`config.mk`:
```
export PLATFORM = sky130hd
export DESIGN_NAME = snake_game_master_fsm_flat
export DESIGN_NICKNAME = d
export VERILOG_FILES = /design/src/rtl/snake_game_master_fsm_if.sv /design/src/rtl/snake_game_master_fsm.sv /design/src/flat_wrapper.sv
export SDC_FILE = /design/constraint.sdc
export NUM_CORES = 1
export LEC_CHECK = 0
export ABC_AREA = 1
export BUFFER_PORTS_ARGS = -buffer_cell sky130_fd_sc_hd__buf_4
export CAP_MARGIN = 20
export CORE_ASPECT_RATIO = 0.7
export CORE_MARGIN = 2
export CORE_UTILIZATION = 54
export DETAILED_ROUTE_END_ITERATION = 10
export PLACE_DENSITY = 0.76
export SLEW_MARGIN = 20
export SYNTH_ARGS = -nofsm -noshare
export SYNTH_HDL_FRONTEND = slang
export SYNTH_SLANG_ARGS = --single-unit
```
`constraint.sdc`:
```
create_clock -name CLK -period 1.6 [get_ports CLK]
set_clock_uncertainty 0.05 [all_clocks]
set_input_delay 0.08 -clock CLK [delete_from_list [all_inputs] [get_ports CLK]]
set_output_delay 0.08 -clock CLK [all_outputs]
set_load 0.1 [all_outputs]
```
`src/rtl/snake_game_master_fsm_if.sv`:
```
// Game-flow bus between the Snake master FSM and the surrounding button, score and display logic.
interface snake_game_master_fsm_if #(
    parameter int unsigned SCORE_WIDTH = 4,
    parameter int unsigned LIFE_WIDTH  = 2
);
    logic                   LEFT;
    logic                   RIGHT;
    logic                   UP;
    logic                   DOWN;
    logic                   PAUSE_BTN;
    logic                   COLLISION;
    logic [SCORE_WIDTH-1:0] SCORE_COUNT;
    logic [2:0]             STATE;
    logic [LIFE_WIDTH-1:0]  LIVES_LEFT;
    logic                   RESPAWN;
    logic                   GAME_OVER;

    modport master (
        input  LEFT, RIGHT, UP, DOWN, PAUSE_BTN, COLLISION, SCORE_COUNT,
        output STATE, LIVES_LEFT, RESPAWN, GAME_OVER
    );

    modport slave (
        output LEFT, RIGHT, UP, DOWN, PAUSE_BTN, COLLISION, SCORE_COUNT,
        input  STATE, LIVES_LEFT, RESPAWN, GAME_OVER
    );
endinterface

```
`src/rtl/snake_game_master_fsm.sv`:
```
// Snake game-flow controller: IDLE/PLAY/PAUSE/WIN/LOSE sequencing, lives tracking and timed end screen.
module snake_game_master_fsm #(
    parameter int unsigned SCORE_WIDTH = 4,
    parameter int unsigned WIN_SCORE   = 10,
    parameter int unsigned LIVES       = 3,
    parameter int unsigned LIFE_WIDTH  = 2,
    parameter int unsigned HOLD_CYCLES = 100_000_000,
    parameter int unsigned HOLD_WIDTH  = 27
) (
    input  logic                     CLK,
    input  logic                     RESETN,
    snake_game_master_fsm_if.master  bus
);

    typedef enum logic [2:0] {
        IDLE  = 3'd0,
        PLAY  = 3'd1,
        WIN   = 3'd2,
        LOSE  = 3'd3,
        PAUSE = 3'd4
    } state_t;

    localparam int unsigned NUM_BTN = 5;

    state_t                 state_q, state_d;
    logic [LIFE_WIDTH-1:0]  lives_q, lives_d;
    logic                   respawn_q, respawn_d;
    logic                   game_over_q, game_over_d;
    logic [HOLD_WIDTH-1:0]  hold_q, hold_d;
    logic [NUM_BTN-1:0]     btn_prev_q;
    logic [NUM_BTN-1:0]     btn_now;
    logic [NUM_BTN-1:0]     btn_rise;
    logic                   dir_edge;
    logic                   pause_edge;
    logic                   win_hit;

    // Bit order: {PAUSE_BTN, DOWN, UP, RIGHT, LEFT}
    assign btn_now    = {bus.PAUSE_BTN, bus.DOWN, bus.UP, bus.RIGHT, bus.LEFT};
    assign btn_rise   = btn_now & ~btn_prev_q;
    assign dir_edge   = |btn_rise[3:0];
    assign pause_edge = btn_rise[4];
    assign win_hit    = bus.SCORE_COUNT >= SCORE_WIDTH'(WIN_SCORE);

    always_ff @(posedge CLK) begin
        if (!RESETN) begin
            state_q     <= IDLE;
            lives_q     <= LIFE_WIDTH'(LIVES);
            respawn_q   <= 1'b0;
            game_over_q <= 1'b0;
            hold_q      <= '0;
            btn_prev_q  <= '1;
        end else begin
            state_q     <= state_d;
            lives_q     <= lives_d;
            respawn_q   <= respawn_d;
            game_over_q <= game_over_d;
            hold_q      <= hold_d;
            btn_prev_q  <= btn_now;
        end
    end

    always_comb begin
        state_d   = state_q;
        lives_d   = lives_q;
        respawn_d = 1'b0;
        hold_d    = hold_q;

        unique case (state_q)
            IDLE: begin
                if (dir_edge) begin
                    state_d = PLAY;
                    lives_d = LIFE_WIDTH'(LIVES);
                    hold_d  = '0;
                end
            end
            PLAY: begin
                // Win outranks collision; a collision swallows a same-cycle pause edge.
                if (win_hit) begin
                    state_d = WIN;
                end else if (bus.COLLISION) begin
                    if (lives_q > LIFE_WIDTH'(1)) begin
                        lives_d   = lives_q - LIFE_WIDTH'(1);
                        respawn_d = 1'b1;
                    end else begin
                        state_d = LOSE;
                        lives_d = '0;
                    end
                end else if (pause_edge) begin
                    state_d = PAUSE;
                end
            end
            PAUSE: begin
                if (pause_edge) begin
                    state_d = PLAY;
                end
            end
            WIN, LOSE: begin
                if (hold_q == HOLD_WIDTH'(HOLD_CYCLES - 1)) begin
                    state_d = IDLE;
                    hold_d  = '0;
                end else begin
                    hold_d = hold_q + HOLD_WIDTH'(1);
                end
            end
            default: begin
                state_d = IDLE;
                hold_d  = '0;
            end
        endcase

        game_over_d = (state_d == WIN) || (state_d == LOSE);
    end

    assign bus.STATE      = state_q;
    assign bus.LIVES_LEFT = lives_q;
    assign bus.RESPAWN    = respawn_q;
    assign bus.GAME_OVER  = game_over_q;

endmodule
```
`src/flat_wrapper.sv`:
```
// flat-port wrapper written by rule: the top's interface ports become plain ports
module snake_game_master_fsm_flat 
#(
    parameter int unsigned SCORE_WIDTH = 4,
    parameter int unsigned WIN_SCORE   = 10,
    parameter int unsigned LIVES       = 3,
    parameter int unsigned LIFE_WIDTH  = 2,
    parameter int unsigned HOLD_CYCLES = 100_000_000,
    parameter int unsigned HOLD_WIDTH  = 27
)
  (CLK, RESETN, bus_LEFT, bus_RIGHT, bus_UP, bus_DOWN, bus_PAUSE_BTN, bus_COLLISION, bus_SCORE_COUNT, bus_STATE, bus_LIVES_LEFT, bus_RESPAWN, bus_GAME_OVER);
  snake_game_master_fsm_if #(.SCORE_WIDTH(SCORE_WIDTH), .LIFE_WIDTH(LIFE_WIDTH)) bus_i ();
  input  logic CLK;
  input  logic RESETN;
  input wire logic [$bits(bus_i.LEFT)-1:0] bus_LEFT;
  input wire logic [$bits(bus_i.RIGHT)-1:0] bus_RIGHT;
  input wire logic [$bits(bus_i.UP)-1:0] bus_UP;
  input wire logic [$bits(bus_i.DOWN)-1:0] bus_DOWN;
  input wire logic [$bits(bus_i.PAUSE_BTN)-1:0] bus_PAUSE_BTN;
  input wire logic [$bits(bus_i.COLLISION)-1:0] bus_COLLISION;
  input wire logic [$bits(bus_i.SCORE_COUNT)-1:0] bus_SCORE_COUNT;
  output wire logic [$bits(bus_i.STATE)-1:0] bus_STATE;
  output wire logic [$bits(bus_i.LIVES_LEFT)-1:0] bus_LIVES_LEFT;
  output wire logic [$bits(bus_i.RESPAWN)-1:0] bus_RESPAWN;
  output wire logic [$bits(bus_i.GAME_OVER)-1:0] bus_GAME_OVER;
  assign bus_i.LEFT = bus_LEFT;
  assign bus_i.RIGHT = bus_RIGHT;
  assign bus_i.UP = bus_UP;
  assign bus_i.DOWN = bus_DOWN;
  assign bus_i.PAUSE_BTN = bus_PAUSE_BTN;
  assign bus_i.COLLISION = bus_COLLISION;
  assign bus_i.SCORE_COUNT = bus_SCORE_COUNT;
  assign bus_STATE = bus_i.STATE;
  assign bus_LIVES_LEFT = bus_i.LIVES_LEFT;
  assign bus_RESPAWN = bus_i.RESPAWN;
  assign bus_GAME_OVER = bus_i.GAME_OVER;
  snake_game_master_fsm #(.SCORE_WIDTH(SCORE_WIDTH), .WIN_SCORE(WIN_SCORE), .LIVES(LIVES), .LIFE_WIDTH(LIFE_WIDTH), .HOLD_CYCLES(HOLD_CYCLES), .HOLD_WIDTH(HOLD_WIDTH)) u_core (.CLK(CLK), .RESETN(RESETN), .bus(bus_i));
endmodule
```
==> flow_metrics.tcl, run 1 <==
set metrics [dict create \
    status "completed" \
    clk_latency_ps 300 \
    async_flop_share_pct 0 \
    cts_buffers 5 \
    fillers 358 \
    p_per_area_nw_per_um2 800 \
    synth_top_family_by_area "simple AND/OR/NAND/NOR gates" \
    cts-root-buf "clkbuf_8" \
    synth_seq_cells 39 \
    grt_usage_pct 29.0 \
    antenna_found_initial 0 \
    timing.final.ws_setup_ps 44.4 \
    final_nets 483 \
    io_buffers 17 \
    drc 0 \
    synth_warnings 0 \
    whs_path_depth 3 \
    rrSetupSlack_ps 70 \
    worst_slew_pin_slew_ps 604 \
    antenna_left 0 \
    place_ws_ps -100 \
    netlist_area_um2 2470 \
    synth_most_common_cell "nand2_1" \
    timing.rr.start "u_core.hold_q[11]$_SDFFE_PN0P_" \
    synth-edff-count 0 \
    drive_gt1_share_pct 24.6 \
    ys_top_cells_by_area "dfxtp_1, nand2_1, nor2_1" \
    yosysTopAreaCell "dfxtp_1" \
    start_util_pct 56.6 \
    areaGrowthSynthToFinish_pct 30.1 \
    ir_drop_v 0.000786 \
    grt_pass1_wl_mm 11.4 \
    rr_worst_depth 10 \
    rows 20 \
    yosys-top-cells-count "nand2_1, nor2_1, inv_1" \
    path_cells "dlygate4sd3_1, buf_4, nand2_1, nand2_1, nor2_4, nand2_2, nand2_1, buf_12, nor2_2, nand2_1, nand2_1, inv_1, nor2_1" \
    slew_violations 0 \
    synth_xor_area_share_pct 2.13 \
    min_delay_worst_endpoint "u_core.bus.RESPAWN$_SDFF_PP0_" \
    drtIter0Drc 216 \
    dieArea_um2 5130 \
    finalHoldWorstSlack_ps 60.8 \
    r2r_end "u_core.hold_q[24]$_SDFFE_PN0P_" \
    cts_buffer_depth 2 \
    hold_path.class "in2reg" \
    setup_viol 0 \
    synth_compound_area_share_pct 6.80 \
    gp_congestion 0.998 \
    cts_tree "done" \
    synth_adder_area_share_pct 0.507 \
    htreeDepth 2 \
    arrival_ps 1710 \
    maxCapViolCount 0 \
    cp-end-kind "register" \
    synth_area_per_cell_um2 5.96 \
    tns_ps 0 \
    grt_max_degree 21 \
    total_power_mw 2.57 \
    cp-start-kind "primary input" \
    final-hold-violation-count 0 \
    vias_per_cell 5.37 \
    first_global_vias 2356 \
    avgRoutedWirePerCell_um 14.2 \
    core_um2 4350 \
    hpwlAfterDp_mm 5.43 \
    overflow 0 \
    critical_path_class "in2reg" \
    via_count 2825 \
    cp_max_fo 20 \
    synthCells 414 \
    die_x_um 84.8 \
    synth-simple-area-share_pct 47.8 \
    relSlewSlack_pct 59.7 \
    period_minus_slack_ps 1560 \
    leakagePower_nw 1.36 \
    clkSlewWorstSetupHoldPaths_ps 80 \
    synth_seq_area_share_pct 31.7 \
    slowest_delay_ps 550 \
    worstHoldStart "bus_COLLISION" \
    final.period_utilization_pct 97.2 \
    fmax_mhz 643 \
    path_common_cell "nand2_1" \
    rsz0062_at_grt "yes" \
    clock-sinks 39 \
    synthMuxAreaShare_pct 0 \
    syn-num-nets 427 \
    antennaDiodeCount 0 \
    die_y_um 60.5 \
    io_pins 19 \
    routed_wl_mm 7.47 \
    synth_top_area_share_pct 31.7 \
    dr.pass1.iters 5 \
    worst_path_max_delay_cell "dlygate4sd3_1" \
    required_ps 1760 \
    synth_ff_type "dfxtp_1" \
    synth_cell_types 29 \
]
## per-stage QoR
stage          area, µm²  std cells  util, %
2_1_floorplan       2480        414        -
3_3_place_gp        2910        513     66.9
3_5_place_dp        2910        513     66.9
4_1_cts             3110        526     71.5
5_1_grt             3210        526     73.7
6_report            3210        526     73.7
## repair_timing
item                                    4_1_cts  5_1_grt
setup buffers                                 0        1
hold buffers                                  5        0
endpoints found under the setup margin       19       30
endpoints found under the hold margin         5        0
pin swaps                                     1        8
resized for setup                            12       31
## cell usage in the layout (no fill, tap or decap), types with 2 or more instances in the layout
| cell | netlist | routed |
|---|---|---|
| nand2_1 | 118 | 114 |
| nor2_1 | 67 | 57 |
| inv_1 | 58 | 56 |
| buf_4 | 1 | 49 |
| nand3_1 | 42 | 39 |
| dfxtp_1 | 39 | 28 |
| a21oi_1 | 19 | 19 |
| nor2_2 | 7 | 12 |
| nor3_1 | 8 | 8 |
| dfxtp_2 | 0 | 8 |
| nand4_1 | 7 | 7 |
| o21ai_0 | 10 | 7 |
| clkbuf_8 | 0 | 7 |
| nand2_2 | 4 | 6 |
| nor2_4 | 0 | 5 |
| xor2_1 | 5 | 5 |
| or2_2 | 5 | 5 |
| dlygate4sd3_1 | 0 | 5 |
| nand3_2 | 2 | 4 |
| inv_2 | 1 | 3 |
| nand2_4 | 2 | 3 |
| nand3b_1 | 3 | 3 |
| o21ai_1 | 1 | 3 |
| dfxtp_4 | 0 | 3 |
| a21oi_2 | 2 | 2 |
| buf_12 | 0 | 2 |
## how the worst max path moves through the flow
stage	to	startpoint	slack (ps)
6_report	u_core.hold_q[24]$_SDFFE_PN0P_	bus_DOWN	40
5_1_grt	u_core.hold_q[17]$_SDFFE_PN0P_	u_core.hold_q[12]$_SDFFE_PN0P_	-60
4_1_cts	u_core.hold_q[8]$_SDFFE_PN0P_	u_core.hold_q[1]$_SDFFE_PN0P_	20
3_5_place_dp	u_core.hold_q[14]$_SDFFE_PN0P_	u_core.hold_q[0]$_SDFFE_PN0P_	-100
3_3_place_gp	u_core.hold_q[13]$_SDFFE_PN0P_	u_core.hold_q[9]$_SDFFE_PN0P_	-20
2_1_floorplan	u_core.hold_q[8]$_SDFFE_PN0P_	u_core.bus.STATE[0]$_SDFF_PN0_	10
## final cells by class
class	instances	area, µm²	area share [%]
clock inverters	1	7.51	0.234
clock buffers	7	96.3	3.00
inverters	59	221	6.90
flip-flops and latches	39	802	25.0
repair buffers	57	469	14.6
well taps	55	68.8	2.15
multi-input cells	308	1540	48.1
## cells by family after synthesis
group / count (synthesis)
flip-flops: 39
AO/OA/AOI/OAI: 32
AND/OR/NAND/NOR: 269
adder cells (fa/ha/maj): 1
XOR/XNOR: 6
buffers and inverters: 67
## report_power, final
| part | internal (mW) | switching [mW] | total (mW) |
|---|---|---|---|
| Sequential | 1.01 | 0.0276 | 1.03 |
| Combinational | 0.257 | 0.515 | 0.772 |
| Clock | 0.392 | 0.369 | 0.761 |
## per-layer routing
metal / global-route usage, % / up-vias / share of wire, %
met5: 0 / - / 0
met4: 7.26 / 0 / 1.4
met3: 5.17 / 11 / 9.4
met2: 42.5 / 125 / 42
met1: 44.2 / 1284 / 48
li1: - / 1405 / -
## critical path, delay by kind of cell
kind / cells / cell delay, ps
buffers and inverters: 4 / 920
and+or+nand+nor: 9 / 720
## state kept, by name, indices dropped and copies added, names as in the netlist
signal,flops
u_core.btn_prev_q,5
u_core.bus.LIVES_LEFT,2
u_core.hold_q,27
u_core.bus.GAME_OVER,1
u_core.bus.STATE,3
u_core.bus.RESPAWN,1
(Power assumes the default switching activity.)
==> run 2: changes to the inputs <==
Settings changed: ABC_AREA 1 to 0, CORE_UTILIZATION 54 to 53, PLACE_DENSITY 0.76 to 0.75.
==> run 2 against run 1 <==
  * The flow now finishes with violations (setup timing)
  * Cell count shrank 28%
  * Core utilization increased by 13 points
  * Via count is 15% lower
  * Synthesized cell count fell by 41%
==> flow_metrics.tcl, run 2 <==
set metrics [dict create \
    status "finished with violations" \
    violations "setup timing" \
    grt_usage_pct 32.0 \
    routed_wl_mm 7.55 \
    timing.rr.start "u_core.hold_q[0]$_SDFFE_PN0P_" \
    async_flop_share_pct 0 \
    whs_path_depth 2 \
    die_x_um 79.1 \
    areaGrowthSynthToFinish_pct 58.9 \
    cts_buffers 5 \
    drive_gt1_share_pct 51.4 \
    drc 0 \
    synth_seq_area_share_pct 37.3 \
    start_util_pct 54.4 \
    final-hold-violation-count 0 \
    tns_ps -4980 \
    place_ws_ps -183 \
    timing.final.ws_setup_ps -209 \
    layout_common_cells "buf_4, dfxtp_1, nand2_1, nor2_1, nand3_1" \
    avgRoutedWirePerCell_um 19.8 \
    worst_slew_pin_slew_ps 461 \
    vias_per_cell 6.29 \
    antenna_left 0 \
    yosysTopAreaCell "dfxtp_1" \
    cts-root-buf "clkbuf_8" \
    rr_worst_depth 7 \
    netlist_area_um2 2090 \
    required_ps 1720 \
    gp_congestion 0.881 \
    fillers 190 \
    synth_warnings 0 \
    cts_buffer_depth 2 \
    rrSetupSlack_ps -210 \
    final.period_utilization_pct 113 \
    grt_pass1_wl_mm 11.0 \
    syn-num-nets 258 \
    final_nets 341 \
    synth_most_common_cell "dfxtp_1" \
    finalHoldWorstSlack_ps 32.8 \
    fmax_mhz 553 \
    synth_ff_type "dfxtp_1" \
    total_power_mw 2.55 \
    slew_violations 0 \
    via_count 2396 \
    r2r_end "u_core.hold_q[14]$_SDFFE_PN0P_" \
    period_minus_slack_ps 1810 \
    cp_max_fo 4 \
    dr.pass1.iters 6 \
    worstHoldStart "RESETN" \
    final_common_cell "buf_4" \
    yosys-top-cells-count "dfxtp_1, nor2_1, nand2_1" \
    cp-start-kind "register" \
    min_delay_worst_endpoint "u_core.bus.LIVES_LEFT[1]$_SDFFE_PN1P_" \
    cp-end-kind "register" \
    io_pins 19 \
    crit_start "u_core.hold_q[0]$_SDFFE_PN0P_" \
    antennaDiodeCount 0 \
    cts_tree "done" \
    setup_viol 30 \
    rows 19 \
    p_per_area_nw_per_um2 766 \
    synth_cell_types 48 \
    synthCells 245 \
    drtIter0Drc 214 \
    synth_area_per_cell_um2 8.54 \
    relSlewSlack_pct 69.2 \
    rsz0062_at_grt "yes" \
    hold_path.class "in2reg" \
    core_um2 3850 \
    grt_max_degree 19 \
    clk_latency_ps 290 \
    arrival_ps 1930 \
    overflow 0 \
    ir_drop_v 0.000684 \
    largest_register "u_core.hold_q" \
    maxCapViolCount 0 \
    leakagePower_nw 1.20 \
    hpwlAfterDp_mm 4.17 \
    htreeDepth 2 \
    dieArea_um2 4480 \
    synth-edff-count 0 \
    clkSlewWorstSetupHoldPaths_ps 80 \
    io_buffers 17 \
    largest_reg_flops 27 \
    antenna_found_initial 0 \
    synth_top_area_share_pct 37.3 \
    first_global_vias 2297 \
    critical_path_class "reg2reg" \
    ys_top_cells_by_area "dfxtp_1, xnor2_1, nor2_1" \
    synth_seq_cells 39 \
    die_y_um 56.6 \
    clock-sinks 39 \
]
run 2: power by group:
| part | internal [mW] | switching (mW) |
|---|---|---|
| Combinational | 0.225 | 0.334 |
| Clock | 0.624 | 0.351 |
| Sequential | 0.993 | 0.0218 |
run 2: cell families (layout without fill, tap and decap cells):
group / count (synthesis) / in the layout / share of synthesized area, %
xor+xnor: 16 / 16 / 6.69
compound gates: 57 / 57 / 19.1
fa+ha+maj: 1 / 1 / 0.598
buf+inv: 21 / 105 / 5.50
flops: 39 / 39 / 37.3
simple gates: 111 / 111 / 30.8
run 2: through the flow:
step | utilization [%] | area, µm² | cells
floorplan | - | 2180 | 245
global placement | 69.9 | 2690 | 352
detailed placement | 69.9 | 2690 | 352
CTS | 82.0 | 3160 | 380
global route | 86.4 | 3330 | 381
finish | 86.4 | 3330 | 381
run 2: what timing repair did:
| item | CTS | global route |
|---|---|---|
| hold buffers | 5 | 0 |
| pin swaps | 21 | 20 |
| gates cloned | 2 | 0 |
| setup endpoints to repair | 30 | 31 |
| resized for setup | 42 | 40 |
| buffers inserted | 13 | 5 |
| hold endpoints to repair | 5 | 0 |
run 2: layer usage:
layer / share of wire (%) / GRT usage, % / vias up / wire length [µm]
met3: 8.8 / 6.91 / 31 / 667
li1: - / - / 1051 / -
met5: 0 / 0 / - / 0
met2: 47 / 49.4 / 160 / 3560
met4: 3.2 / 12.3 / 0 / 240
met1: 41 / 43.8 / 1154 / 3080
run 2: worst max path at each step:
stage / end / slack (ps) / cells past startpoint
final: u_core.hold_q[14]$_SDFFE_PN0P_ / -210 / 7
after detailed placement: u_core.hold_q[26]$_SDFFE_PN0P_ / -180 / 6
after CTS: u_core.hold_q[14]$_SDFFE_PN0P_ / -100 / 7
after global routing: u_core.hold_q[14]$_SDFFE_PN0P_ / -310 / 7
after floorplan: u_core.hold_q[16]$_SDFFE_PN0P_ / -80 / 6
after global placement: u_core.hold_q[16]$_SDFFE_PN0P_ / -200 / 7
run 2: final cells by class:
class / count / area [µm²] / share of cell area (%)
clock buffer: 6 / 72.6 / 2.18
inverter: 6 / 22.5 / 0.677
sequential: 39 / 807 / 24.3
tap: 52 / 65.1 / 1.96
clock inverter: 2 / 60.1 / 1.81
multi-input combinational: 185 / 1530 / 45.9
timing repair buffer: 91 / 771 / 23.2
run 2: worst max-delay path: stages, from the launching register on:
cell,delay (ps)
dfxtp_2,370
ha_4,140
and3_4,190
buf_4,140
nand2_1,100
buf_4,180
nor4_2,440
nor3_4,70
==> run 3: changes to the inputs <==
Settings changed: ABC_CLOCK_PERIOD_IN_PS from default to 1600, CELL_PAD_IN_SITES_DETAIL_PLACEMENT from default to 0, CELL_PAD_IN_SITES_GLOBAL_PLACEMENT from default to 2, CORE_UTILIZATION 53 to 32, PLACE_DENSITY 0.75 to 0.74, TNS_END_PERCENT from default to 10.
==> run 3 against run 2 <==
  * The run still ends with setup timing left
  * Register-to-register slack better by 140 ps
  * First-iteration DRC count down 60%
  * Sequential share of layout area up 1.0 points
  * Routed wire length down 20%
  * Sequential power about the same
  * Highest routed layer unchanged
  * Clock power down 24%
  * Hold slack better by 1.3 ps
  * Combinational power down 14%
  * Critical path type unchanged
==> flow_metrics.tcl, run 3 (synthesis gave the netlist of run 2 again) <==
set metrics [dict create \
    status "finished with violations" \
    violations "setup timing" \
    total_power_mw 2.24 \
    worst_slew_pin_slew_ps 304 \
    overflow 0 \
    antenna_left 0 \
    die_y_um 71.7 \
    rsz0062_at_grt "yes" \
    p_seq_share_pct 45.3 \
    finalHoldWorstSlack_ps 34.0 \
    tns_ps -1500 \
    cts-root-buf "clkbuf_8" \
    maxCapViolCount 0 \
    critical_path_class "reg2reg" \
    power.clock.fraction_pct 33.2 \
    cp-start-kind "register" \
    rows 24 \
    htreeDepth 2 \
    register_area_um2 808 \
    intPower_mw 1.59 \
    fillers 601 \
    start_util_pct 33.4 \
    timing.final.ws_setup_ps -72.4 \
    io_buffers 17 \
    final_common_cell "buf_4" \
    clk_latency_ps 300 \
    clkSlewWorstSetupHoldPaths_ps 80 \
    slew_violations 0 \
    avgRoutedWirePerCell_um 14.8 \
    hpwlAfterDp_mm 4.42 \
    die_x_um 101 \
    switching_power_mw 0.651 \
    vias_per_cell 5.10 \
    final_nets 340 \
    gp_congestion 0.904 \
    core_um2 6280 \
    dpl_cell_area_um2 2740 \
    required_ps 1730 \
    multiInputGateArea_um2 1440 \
    antennaDiodeCount 0 \
    antenna_found_initial 0 \
    clock-sinks 39 \
    slowest_delay_ps 360 \
    first_global_vias 2023 \
    leakagePower_nw 1.17 \
    final-hold-violation-count 0 \
    layout_common_cells "buf_4, dfxtp_1, nand2_1, nor2_1, nand3_1" \
    cts_buffers 5 \
    path_cells "ha_4, and3_4, and4_4, a21oi_4, o21ai_4, buf_6, a21oi_2" \
    p_per_area_nw_per_um2 700 \
    cp-end-kind "register" \
    largest_reg_flops 27 \
    worst_path_max_delay_cell "dfxtp_2" \
    grt_pass1_wl_mm 10.1 \
    largest_register "u_core.hold_q" \
    final.period_utilization_pct 105 \
    via_count 2072 \
    routed_wl_mm 6.02 \
    cts_tree "done" \
    period_minus_slack_ps 1670 \
    hold_path.class "in2reg" \
    areaGrowthSynthToFinish_pct 52.8 \
    arrival_ps 1800 \
    relSlewSlack_pct 79.7 \
    final_area_um2 3200 \
    ir_drop_v 0.000310 \
    switching_share_pct 29.1 \
    dieArea_um2 7220 \
    drtIter0Drc 85 \
    dr.pass1.iters 4 \
    fmax_mhz 598 \
    drive_gt1_share_pct 47.6 \
    grt_max_degree 19 \
    cp_max_fo 5 \
    setup_viol 28 \
    grt_usage_pct 18.1 \
    cts_buffer_depth 2 \
    combPwrFrac_pct 21.6 \
    drc 0 \
    io_pins 19 \
]
==> run 3: cell type report <==
cell class	count	share of cell area [%]
multi-input cells	185	45.1
flip-flops and latches	39	25.3
repair buffers	90	22.7
clock buffers	8	3.13
well taps	78	3.05
inverters	6	0.704
==> run 3: worst paths after layout <==
kind / startpoint / to / slack (ps) / cells after the start
worst max-delay path: u_core.hold_q[0]$_SDFFE_PN0P_ / u_core.hold_q[6]$_SDFFE_PN0P_ / -70 / 7
worst min register to register: u_core.bus.LIVES_LEFT[1]$_SDFFE_PN1P_ / u_core.bus.LIVES_LEFT[0]$_SDFFE_PN1P_ / 460 / 2
worst max register to register: u_core.hold_q[0]$_SDFFE_PN0P_ / u_core.hold_q[6]$_SDFFE_PN0P_ / -70 / 7
worst min-delay path: RESETN / u_core.btn_prev_q[4]$_SDFF_PN1_ / 30 / 2
==> run 3: layer usage <==
layer / routed length, µm / up-vias / global-route usage, %
li1: - / 1056 / -
met1: 3250 / 965 / 27.6
met2: 2420 / 44 / 24.9
met3: 281 / 7 / 3.90
met4: 74 / 0 / 5.78
met5: 0 / - / 0
==> run 3: metrics by stage <==
| step | setup WS (ps) | cells | util (%) |
|---|---|---|---|
| after floorplan | -95.7 | 245 | - |
| after CTS | -76.5 | 405 | 49.7 |
| after detailed placement | -231 | 386 | 43.6 |
| after global routing | -144 | 406 | 51.0 |
| after global placement | -426 | 386 | 43.6 |
| final | -72.4 | 406 | 51.0 |
==> run 3: power groups by stage <==
stage                     combinational [mW]  sequential, mW  clock [mW]
after floorplan                        0.194            1.10           0
after global placement                 0.411            1.03           0
after detailed placement               0.411            1.03           0
after CTS                              0.469            1.01       0.770
after global routing                   0.514            1.02       0.811
final                                  0.482            1.01       0.742
==> run 3: timing repair <==
action,in CTS,in global routing
setup buffers,6,1
endpoints found under the hold margin,5,0
cloned,0,0
hold buffers,5,0
pin swaps,21,7
gates resized for setup,47,18
endpoints found under the setup margin,30,30
==> run 3: worst max-delay path, delay by kind of cell (launching register included) <==
kind | cells | cell delay [ps]
AO/OA/AOI/OAI | 3 | 380
adder cells (fa/ha/maj) | 1 | 140
buffers and inverters | 1 | 170
flip-flops | 1 | 360
AND/OR/NAND/NOR | 2 | 450
